### src/rtl/seq_det_pkg.sv
// Shared types and defaults for the programmable serial sequence detector.
// The optional match counter is enabled by defining SEQ_DET_CNT_EN.
package seq_det_pkg;

   localparam int PAT_W_DEF = 8;
   localparam int CNT_W_DEF = 8;

   typedef enum logic [1:0] {
      UNCFG = 2'd0,
      FILL  = 2'd1,
      RUN   = 2'd2
   } state_e;

endpackage

### src/rtl/seq_det_hist.sv
// History shift register and fill counter for seq_det_prog.
// full means the history holds len-1 bits once this cycle's shift has landed.
module seq_det_hist #(
   parameter int PAT_W = 8,
   parameter int LEN_W = 4
) (
   input  logic             clk,
   input  logic             rst,
   input  logic             clr,
   input  logic             shift,
   input  logic             x,
   input  logic [LEN_W-1:0] len,
   output logic [PAT_W-2:0] hist,
   output logic             full
);

   logic [LEN_W-1:0] fill;
   logic [PAT_W-2:0] hist_nx;
   logic [31:0]      fill_ext;
   logic [31:0]      len_ext;

   assign fill_ext = 32'(fill);
   assign len_ext  = 32'(len);

   // Lookahead so the FSM can enter RUN on the same edge the last fill bit lands.
   assign full = (fill_ext + 32'd1 == len_ext) ||
                 (shift && (fill_ext + 32'd2 == len_ext));

   always_comb begin
      hist_nx    = hist;
      hist_nx[0] = x;
      for (int i = 1; i < PAT_W - 1; i++) begin
         hist_nx[i] = hist[i-1];
      end
   end

   always_ff @(posedge clk) begin
      if (rst || clr) begin
         hist <= '0;
         fill <= '0;
      end else if (shift) begin
         hist <= hist_nx;
         if (fill_ext + 32'd1 < len_ext) begin
            fill <= fill + LEN_W'(1);
         end
      end
   end

endmodule

### src/rtl/seq_det_prog.sv
// Programmable serial sequence detector with Mealy match output.
// Define SEQ_DET_CNT_EN to build the saturating match counter; otherwise match_cnt is 0.
module seq_det_prog
   import seq_det_pkg::*;
#(
   parameter int PAT_W = PAT_W_DEF,
   parameter int CNT_W = CNT_W_DEF,
   parameter int LEN_W = $clog2(PAT_W + 1)
) (
   input  logic             clk,
   input  logic             rst,
   input  logic             x,
   input  logic             in_valid,
   input  logic             pat_load,
   input  logic [PAT_W-1:0] pat_in,
   input  logic [LEN_W-1:0] len_in,
   input  logic             overlap,
   output logic             y,
   output logic             armed,
   output logic [CNT_W-1:0] match_cnt,
   output logic [1:0]       fsm_state
);

   localparam logic [1:0] S_UNCFG = UNCFG;
   localparam logic [1:0] S_FILL  = FILL;
   localparam logic [1:0] S_RUN   = RUN;

   logic [1:0]       state;
   logic [1:0]       state_nx;
   logic [PAT_W-1:0] pat;
   logic [LEN_W-1:0] len;
   logic [LEN_W-1:0] len_nx;
   logic             ovl;
   logic [PAT_W-2:0] hist;
   logic             full;
   logic [PAT_W-1:0] mask;
   logic [PAT_W-1:0] cand;
   logic             load_ok;
   logic             acc_bit;
   logic             hit;
   logic             clr;

   assign load_ok = pat_load && (len_in != '0) && (32'(len_in) <= 32'(PAT_W));
   assign acc_bit = !rst && in_valid && !load_ok && (state != S_UNCFG);
   assign cand    = {hist, x};
   assign hit     = ((cand ^ pat) & mask) == '0;
   assign y       = acc_bit && ((state == S_RUN) || (len == LEN_W'(1))) && hit;
   assign clr     = load_ok || (y && !ovl);
   assign len_nx  = load_ok ? len_in : len;
   assign fsm_state = state;

   always_comb begin
      mask = '0;
      for (int i = 0; i < PAT_W; i++) begin
         mask[i] = (32'(i) < 32'(len));
      end
   end

   always_comb begin
      state_nx = state;
      if (load_ok) begin
         state_nx = S_FILL;
      end else if (acc_bit) begin
         if (y && !ovl) begin
            state_nx = S_FILL;
         end else if ((state == S_FILL) && full) begin
            state_nx = S_RUN;
         end
      end
   end

   always_ff @(posedge clk) begin
      if (rst) begin
         state <= S_UNCFG;
         pat   <= '0;
         len   <= '0;
         ovl   <= 1'b0;
         armed <= 1'b0;
      end else begin
         state <= state_nx;
         if (load_ok) begin
            pat <= pat_in;
            len <= len_in;
            ovl <= overlap;
         end
         armed <= (state_nx == S_RUN) ||
                  ((state_nx != S_UNCFG) && (len_nx == LEN_W'(1)));
      end
   end

   seq_det_hist #(
      .PAT_W (PAT_W),
      .LEN_W (LEN_W)
   ) u_hist (
      .clk   (clk),
      .rst   (rst),
      .clr   (clr),
      .shift (acc_bit),
      .x     (x),
      .len   (len),
      .hist  (hist),
      .full  (full)
   );

`ifdef SEQ_DET_CNT_EN
   logic [CNT_W-1:0] cnt;

   always_ff @(posedge clk) begin
      if (rst || load_ok) begin
         cnt <= '0;
      end else if (y && (cnt != '1)) begin
         cnt <= cnt + CNT_W'(1);
      end
   end

   assign match_cnt = cnt;
`else
   assign match_cnt = '0;
`endif

endmodule

### config.mk
export PLATFORM = sky130hd
export DESIGN_NAME = seq_det_prog
export DESIGN_NICKNAME = d
export VERILOG_FILES = /design/src/rtl/seq_det_pkg.sv /design/src/rtl/seq_det_hist.sv /design/src/rtl/seq_det_prog.sv
export SDC_FILE = /design/constraint.sdc
export NUM_CORES = 1
export LEC_CHECK = 0
export ABC_AREA = 1
export CORE_MARGIN = 3
export CORE_UTILIZATION = 54
export CTS_BUF_LIST = sky130_fd_sc_hd__clkbuf_4
export CTS_CLUSTER_SIZE = 10
export DETAILED_ROUTE_END_ITERATION = 6
export PLACE_DENSITY = 0.89
export SETUP_SLACK_MARGIN = 0.3
export SYNTH_ARGS = -nofsm -noshare
export SYNTH_HDL_FRONTEND = slang
export SYNTH_SLANG_ARGS = --single-unit
### constraint.sdc
create_clock -name clk -period 2.5 [get_ports clk]
set_clock_uncertainty 0.15 [all_clocks]
set_input_delay 0.5 -clock clk [delete_from_list [all_inputs] [get_ports clk]]
set_output_delay 0.5 -clock clk [all_outputs]
set_load 0.01 [all_outputs]
==> summary.md <==
| Metric | Value |
|---|---|
| Status | `completed` |
| M1 wire length | `1570 um` |
| Global Route Usage Sum | `0.203` |
| Area of the multi-input gates | `958 um2` |
| Grt ovf | `0` |
| Max Freq | `467 MHz` |
| IR drop worst, VDD | `0.000281 V` |
| Post-layout worst setup margin | `360 ps` |
| Clock sinks | `27` |
| Syn_area_per_cell | `6.60 um2` |
| Starting Density | `0.579` |
| CTS tree | `done` |
| Clock Root Buffer | `clkbuf_4` |
| Buf/Inv on CP | `2` |
| Unrepaired setup endpoints after global routing | `yes` |
| Met3 WL post-DR | `155 um` |
| Pre-Repair DR Iteration Count | `4` |
| Cell Chain, Critical Path | `nor2_4, nand2_1, nand2_1, nand3_1, nor2_1, nand3_2, inv_2, buf_6` |
| Ys async rst share | `0` |
| Core area | `0.00283 mm2` |
| Final ANT Viol Nets | `0` |
| CP delay by family, top | `simple AND/OR/NAND/NOR gates` |
| Pre-CTS setup slack | `-239 ps` |
| Count leader, synth | `nand2_1` |
| Startpoint Class | `register` |
| Area share of the largest cell type after synthesis | `0.330` |
| CP peak stage delay | `400 ps` |
| # H-tree levels | `1` |
| Largest net degree at the start of global routing | `23` |
| Setup_tns | `0 ps` |
| Cell Rows | `19` |
| Power density over the cells | `410 mW/mm2` |
| Io pins | `30` |
| Drc violations | `0` |
| Final Total Pwr | `835 uW` |
| Crit path max fanout | `4` |
| Post-Syn Instances | `248` |
| Hold WC Path Type | `reg -> reg` |
| Vias in the first global route | `1346` |
| Critical path start-end classification | `reg -> out` |
| Tcrit/Tclk final | `0.856` |
| DR WL met2 | `1820 um` |
| Synthesized area | `0.00164 mm2` |
| Final #Nets | `307` |
| Crit path time final | `2140 ps` |
| DR vias/cell | `5.06` |
| Yosys cell types | `25` |
| Final setup violation count | `0` |
| Register area | `562 um2` |
| Post-synthesis sequential area ratio | `0.330` |
| CP required | `1850 ps` |
| Post-synth EDFFs | `0` |
| Hold Fails Final Rpt | `0` |
| Longest Clk Path Bufs | `2` |
| Share of cells above drive strength 1 | `0.214` |
| CP startpoint | `len[2]` |
| Final instance area | `0.00204 mm2` |
| Most used cell, CP | `nand2_1` |
| Crit path DAT | `1490 ps` |
| HP Start | `pat[3]` |
| CP Capture Type | `primary output` |
| Later-pin clock latency in the skew report | `330 ps` |
| Final WL | `3590 um` |
| Synth top area cells | `dfxtp_1, nand2_1, inv_1` |
| Hpwl dp | `2640 um` |
| Worst path slowest cell | `dfxtp_4` |
| Final Max Tran Viols | `0` |
| Global-route wire length before repair | `5690 um` |
| Clock buffer count from CTS | `3` |
| P&R area growth vs syn | `24.5%` |
| Placed instance area | `0.00187 mm2` |
| Worst R2R Start | `u_hist.fill[1]` |
| Lkg Pwr | `0.933 nW` |
| # fillers | `214` |
| Flops & latches, synth | `27` |
| Layout Cells excl Fill | `312` |
| Routed WL per cell | `11.5 um` |
| Initial DRC count | `56` |
| Port buffer count | `21` |
| Top Metal Used | `met4` |
| Synth area leader | `dfxtp_1` |
| Max-Cap Viols | `0` |
| Detailed-route via count | `1578` |
| Vert. Die Dim | `61.1 um` |
| CTS clk-pin slew, worst paths | `150 ps` |
| Placed cells | `301` |
| Synth warnings | `0` |
| Main flop type after synthesis | `dfxtp_1` |
| Initial antenna violation count | `0` |
| Diode count | `0` |
| Die width | `61.1 um` |
| DIE AREA | `0.00373 mm2` |
| Gpl congestion | `0.881` |
| Commonest cells post-synth | `nand2_1, inv_1, dfxtp_1, nor2_1, o21ai_0` |
state kept, by name (all words and copies together) (netlist names):
| register | count |
|---|---|
| armed | 1 |
| fsm_state | 2 |
| len | 4 |
| ovl | 1 |
| pat | 8 |
| u_hist.fill | 4 |
| u_hist.hist | 7 |
metrics by stage:
step                hold slack (ps)  utilization
finish                          331        0.720
global route                    356        0.720
CTS                             333        0.671
detailed placement              313        0.662
global placement                307        0.662
floorplan                       294            -
routing by layer:
metal,GRT usage,vias up
met1,0.260,709
met5,0,-
li1,-,821
met3,0.0314,4
met2,0.347,44
met4,0.0681,0
tightest hold or removal path, stage by stage (launching register included):
cell and delay, ps:
dfxtp_1 340, inv_1 60, a21oi_1 50
cells by family after synthesis:
group                      Yosys count  share of synthesized area
other                                1                    0.00229
buffers and inverters               48                      0.136
DFF                                 27                      0.330
adders and majority gates            7                     0.0535
AOI/OAI and AO/OA                   39                      0.138
and+or+nand+nor                    122                      0.318
xor gates and xnor gates             4                     0.0214
final cells by class:
| cell class | count | share of cell area |
|---|---|---|
| multi-input cells | 180 | 0.471 |
| flip-flops and latches | 27 | 0.276 |
| repair buffers | 34 | 0.147 |
| inverters | 36 | 0.0725 |
| well taps | 31 | 0.0190 |
| clock buffers | 3 | 0.0111 |
| clock inverters | 1 | 0.00369 |
power breakdown:
group / total [mW] / switching (mW) / internal [mW]
Combinational: 0.176 / 0.100 / 0.0755
Clock: 0.196 / 0.135 / 0.0612
Sequential: 0.463 / 0.0178 / 0.446
what timing repair did:
action	4_1_cts	5_1_grt
resized for setup	14	33
hold buffers	0	0
setup buffers	1	6
setup endpoints to repair	3	7
pin swaps	5	10
layout by cell type, fill, tap and decap left out, types with 7 or more instances in the layout:
cell / Yosys / layout
a21oi_1: 13 / 13
a21oi_2: 7 / 7
buf_4: 8 / 13
clkdlybuf4s50_1: 0 / 13
conb_1: 1 / 8
dfxtp_1: 27 / 20
dlygate4sd2_1: 0 / 7
inv_1: 33 / 29
nand2_1: 75 / 73
nand3_1: 10 / 10
nor2_1: 25 / 21
nor2_2: 4 / 7
o21ai_0: 17 / 15
worst paths after layout:
kind	cells after the start	slack [ps]	to
worst max-delay path	8	360	y
worst min-delay path	2	330	pat[3]
worst max register to register	13	450	u_hist.fill[1]
worst min register to register	2	330	pat[3]
Power figures use the tool's default switching activity.
